--- src/rtl/cp0_regs.sv ---
// CP0 register file (Status, Cause, EPC, Count, Compare, BadVAddr) with M-stage exception/interrupt decision.
// Reads and take/flush outputs are combinational; all register effects land on the next posedge.
module cp0_regs (
    input  logic        clk,
    input  logic        resetn,
    input  logic        mtc0_we,
    input  logic [4:0]  cp0_waddr,
    input  logic [31:0] cp0_wdata,
    input  logic [4:0]  cp0_raddr,
    output logic [31:0] cp0_rdata,
    input  logic [5:0]  hw_int,
    input  logic        commit_valid,
    input  logic [31:0] commit_pc,
    input  logic        commit_bd,
    input  logic        exc_req,
    input  logic [4:0]  exc_code,
    input  logic [31:0] exc_badvaddr,
    input  logic        eret_req,
    output logic        int_req,
    output logic        exc_flush,
    output logic [31:0] epc
);
    localparam logic [4:0] REG_BADVADDR = 5'd8;
    localparam logic [4:0] REG_COUNT    = 5'd9;
    localparam logic [4:0] REG_COMPARE  = 5'd11;
    localparam logic [4:0] REG_STATUS   = 5'd12;
    localparam logic [4:0] REG_CAUSE    = 5'd13;
    localparam logic [4:0] REG_EPC      = 5'd14;

    logic [7:0]  status_im;
    logic        status_exl;
    logic        status_ie;
    logic        cause_bd;
    logic        cause_ti;
    logic [5:0]  cause_ip_hw;
    logic [1:0]  cause_ip_sw;
    logic [4:0]  cause_exc;
    logic [31:0] epc_q;
    logic [31:0] count_q;
    logic [31:0] compare_q;
    logic [31:0] badvaddr_q;
    logic        tick;

    logic [7:0]  cause_ip;
    logic        int_pend;
    logic        exc_take;
    logic        eret_take;
    logic        wr_en;
    logic [4:0]  taken_code;
    logic [31:0] status_rd;
    logic [31:0] cause_rd;

    assign cause_ip   = {cause_ip_hw, cause_ip_sw};
    assign int_pend   = (|(cause_ip & status_im)) & status_ie & ~status_exl;
    assign exc_take   = commit_valid & (int_pend | exc_req);
    assign eret_take  = commit_valid & eret_req & ~exc_take;
    // A taken interrupt/exception squashes the M-stage mtc0.
    assign wr_en      = mtc0_we & ~exc_take;
    assign taken_code = int_pend ? 5'd0 : exc_code;

    assign int_req   = commit_valid & int_pend;
    assign exc_flush = exc_take | eret_take;
    assign epc       = (mtc0_we && cp0_waddr == REG_EPC) ? cp0_wdata : epc_q;

    assign status_rd = {9'd0, 1'b1, 6'd0, status_im, 6'd0, status_exl, status_ie};
    assign cause_rd  = {cause_bd, cause_ti, 14'd0, cause_ip, 1'b0, cause_exc, 2'b00};

    always_comb begin
        cp0_rdata = 32'd0;
        case (cp0_raddr)
            REG_BADVADDR: cp0_rdata = badvaddr_q;
            REG_COUNT:    cp0_rdata = count_q;
            REG_COMPARE:  cp0_rdata = compare_q;
            REG_STATUS:   cp0_rdata = status_rd;
            REG_CAUSE:    cp0_rdata = cause_rd;
            REG_EPC:      cp0_rdata = epc_q;
            default:      cp0_rdata = 32'd0;
        endcase
    end

    always_ff @(posedge clk) begin
        if (!resetn) begin
            status_im   <= 8'd0;
            status_exl  <= 1'b0;
            status_ie   <= 1'b0;
            cause_bd    <= 1'b0;
            cause_ti    <= 1'b0;
            cause_ip_hw <= 6'd0;
            cause_ip_sw <= 2'd0;
            cause_exc   <= 5'd0;
            epc_q       <= 32'd0;
            count_q     <= 32'd0;
            compare_q   <= 32'd0;
            badvaddr_q  <= 32'd0;
            tick        <= 1'b0;
        end else begin
            tick        <= ~tick;
            cause_ip_hw <= {hw_int[5] | cause_ti, hw_int[4:0]};

            if (wr_en && cp0_waddr == REG_COUNT) begin
                count_q <= cp0_wdata;
            end else if (tick) begin
                count_q <= count_q + 32'd1;
            end

            // Writing Compare acknowledges the timer even on the match cycle.
            if (wr_en && cp0_waddr == REG_COMPARE) begin
                compare_q <= cp0_wdata;
                cause_ti  <= 1'b0;
            end else if (count_q == compare_q) begin
                cause_ti  <= 1'b1;
            end

            if (wr_en && cp0_waddr == REG_STATUS) begin
                status_im <= cp0_wdata[15:8];
                status_ie <= cp0_wdata[0];
            end

            if (exc_take) begin
                status_exl <= 1'b1;
            end else if (eret_take) begin
                status_exl <= 1'b0;
            end else if (wr_en && cp0_waddr == REG_STATUS) begin
                status_exl <= cp0_wdata[1];
            end

            if (wr_en && cp0_waddr == REG_CAUSE) begin
                cause_ip_sw <= cp0_wdata[9:8];
            end

            // Nested exceptions keep the original return point.
            if (exc_take) begin
                if (!status_exl) begin
                    epc_q    <= commit_bd ? commit_pc - 32'd4 : commit_pc;
                    cause_bd <= commit_bd;
                end
                cause_exc <= taken_code;
                if (taken_code == 5'd4 || taken_code == 5'd5) begin
                    badvaddr_q <= exc_badvaddr;
                end
            end else if (wr_en && cp0_waddr == REG_EPC) begin
                epc_q <= cp0_wdata;
            end
        end
    end
endmodule

--- config.mk ---
export PLATFORM = sky130hd
export DESIGN_NAME = cp0_regs
export DESIGN_NICKNAME = d
export VERILOG_FILES = /design/src/rtl/cp0_regs.sv
export SDC_FILE = /design/constraint.sdc
export NUM_CORES = 1
export LEC_CHECK = 0
export ABC_AREA = 1
export CORE_UTILIZATION = 49
export CTS_BUF_LIST = sky130_fd_sc_hd__clkbuf_2
export DETAILED_ROUTE_END_ITERATION = 8
export PLACE_DENSITY = 0.82
export SKIP_CTS_REPAIR_TIMING = 1
export SLEW_MARGIN = 15
export SYNTH_ARGS = -nofsm -noshare
export SYNTH_HDL_FRONTEND = slang
export SYNTH_SLANG_ARGS = --single-unit
--- constraint.sdc ---
create_clock -name clk -period 1.7 [get_ports clk]
set_input_delay 0.34 -clock clk [delete_from_list [all_inputs] [get_ports clk]]
set_output_delay 0.34 -clock clk [all_outputs]
set_load 0.02 [all_outputs]
==> metrics.txt <==
Ys Warns=0; crit path DAT=between 1.5 and 2 ns; status=finished, violations left; Final Cycle Share=132%; post-synth cell types=43; Final setup viols=roughly 170; Setup crit end kind=output pin; FF+latch count, synth=154; Power Dens Cells=slightly above 500 mW/mm2; Port-buffer cells=189; Layout fillers=roughly 1300; GR Overflow Total=0; Final #Nets=roughly 2200; area growth from synthesis to final layout=62.5%; worst slew pin tran=roughly 0.54 ns; vias in the first global route=12050; WP data required=roughly 1.4 ns; DIE AREA=roughly 0.021 mm2; final total power=approximately 8.3 mW; clock tree root driver cell=clkbuf_2; Initial DRC Count=1776; clk slew on worst S/H paths=0.25 ns; CTS Buffer Depth=2; ys async rst share=0%; Synth top cells by count=nand2_1 (424), nor2_1 (223), nand3_1 (214); share of post-route cells with drive strength above 1=between 30 and 40%; largest cells by area after synthesis=dfxtp_1 (31%), nand2_1 (16%), nand3_1 (11%); Reg power frac=approximately 46%; antenna violations before repair=0; mean post-synth cell area=slightly above 6 um2; gpl congestion=~1.1; fin. max-slew vios=0; Synth top area share=a little under a third; min Tclk post-route=between 2 and 2.5 ns; CORE AREA=around 0.02 mm2; Hold Violations, Final=0; crit-path max FO=2; PnR worst setup slack=-0.548 ns; crit start category=register; Clock Skew=between 0.05 and 0.06 ns; first drt pass iteration count=7; min-delay worst type=input port to register; Post-Layout Cell Count=2383; EDFF count, synth=0; post-synthesis sequential area ratio=between 30% and 40%; worst vdd ir=approximately 0.42 mV; row count=51; Synth Flop Type=dfxtp_1; Clk Latency, worst-skew pair=between 0.8 and 0.9 ns; switching share of power=33.1%; Leak=approximately 7.0 nW; maximum clock rate=between 400 and 500 MHz; clock network fraction of design power=between 20 and 30%; Rel. slew slack=around 64%; WS Path Type=register to output pin; hold_ws=about 0.063 ns; largest net degree at the start of global routing=65; Cell Int Power=5.57 mW; vias per std cell=about 5.9; most frequent cell after synthesis=nand2_1; DP Cell Count=about 2300; CTS tree=done; DRC=0; maxcap violations=0; CP Cell Sequence=inv_2 -> nor2_1 -> a221oi_1 -> o221ai_1 -> buf_4; Die W=around 150 um; global-route wire length before repair=roughly 66000 um; RSZ-0062 raised after global routing=yes; post-detail-place hpwl=~33000 um; htree depth=4; Initial Util=between 50% and 60%; Psw=2.75 mW; WL per Instance=about 21 um; diodes inserted=0; Die H=~150 um; routed wire length=between 50000 and 60000 um; failing checks=setup timing; CTS Buf Count=17; combinational share of power=25.8%; CP bufs+invs=2; Post-DRT Antenna Nets=0; CP peak stage delay=around 0.38 ns; Synth Instances=between 1500 and 2000; slowest CP cell=dfxtp_2; Synthesized Nets=1785; I/O pin total=between 150 and 200; critical path's top delay family=compound AO/OA/AOI/OAI gates; Post-Syn Area=around 0.01 mm2; All-Layer GR Usage=40.0%; Synth area leader=dfxtp_1; Sink Count=between 150 and 200; Util after Layout=around 80%; total number of vias=about 14000
==> final cells by class <==
type,count,area (um2),area share [%]
Sequential cell,154,3210,19.7
Timing Repair Buffer,515,5090,31.3
Multi-Input combinational cell,1229,6650,40.8
Tap cell,265,332,2.04
Inverter,188,746,4.58
Clock inverter,15,175,1.08
Clock buffer,17,85.1,0.523
==> state kept, by name (all words and copies together), names as in the netlist, 2 cells and up <==
| register | cells |
|---|---|
| compare_q | 32 |
| status_im | 8 |
| badvaddr_q | 32 |
| epc_q | 32 |
| cause_exc | 5 |
| count_q | 32 |
| cause_ip_hw | 6 |
| cause_ip_sw | 2 |
==> layer usage <==
layer	GRT usage (%)	vias to the layer above	wire length (um)
met3	4.97	293	6360
met4	23.2	0	4150
li1	-	6310	-
met5	0	-	0
met1	51.5	6383	18300
met2	64.3	1175	22000
==> final timing paths <==
path / start / endpoint / slack [ns] / depth (start not counted)
min: hw_int[1] / cause_ip_hw[1] / 0.06 / 3
min reg2reg: epc_q[31] / epc_q[31] / 0.49 / 2
max reg2reg: status_im[6] / compare_q[16] / -0.33 / 13
max: epc_q[2] / cp0_rdata[2] / -0.55 / 5
==> stage by stage <==
step	setup TNS (ns)	setup WS [ns]	area, um2
finish	-41.61	-0.548	16300
global route	-55.41	-0.639	16300
CTS	-79.64	-1.18	14600
detailed placement	-128.43	-1.17	14300
global placement	-120.98	-1.09	14300
floorplan	-1.35	-0.0812	10200
==> tightest hold or removal path, cell delays in order <==
cell and delay [ns]:
clkdlybuf4s50_1 0.40, nand2_1 0.07, inv_1 0.04
==> power by group through the flow <==
stage	logic, mW	registers (mW)	clock network [mW]
after floorplan	0.744	3.84	0
after global placement	1.75	3.87	0
after detailed placement	1.78	3.87	0
after CTS	1.79	3.80	2.28
after global routing	2.24	3.84	2.45
final	2.15	3.83	2.34
==> cell families (layout without fill, tap and decap cells) <==
group,after synthesis,in the layout,share of synthesized area [%]
AOI/OAI and AO/OA,270,270,15.4
xor gates and xnor gates,35,35,3.06
adders and majority gates,2,2,0.250
buffers and inverters,276,735,11.3
DFF,154,154,30.8
muxes,4,4,0.449
and+or+nand+nor,918,918,38.8
==> layout by cell type, fill, tap and decap left out, types with 19 or more instances in the layout <==
| cell | count |
|---|---|
| nand2_1 | 392 |
| buf_4 | 263 |
| nand3_1 | 210 |
| nor2_1 | 197 |
| inv_1 | 142 |
| clkdlybuf4s50_1 | 111 |
| buf_6 | 84 |
| dfxtp_1 | 83 |
| a21oi_1 | 73 |
| dfxtp_2 | 57 |
| o21ai_0 | 47 |
| inv_2 | 37 |
| nand2_2 | 31 |
| o21ai_1 | 28 |
| buf_12 | 25 |
| nor2_2 | 22 |
| o21ai_2 | 22 |
| a21oi_2 | 21 |
| xnor2_1 | 20 |
| nand4_1 | 19 |
| a22oi_2 | 19 |
| clkbuf_2 | 19 |
Power figures use the tool's default switching activity.
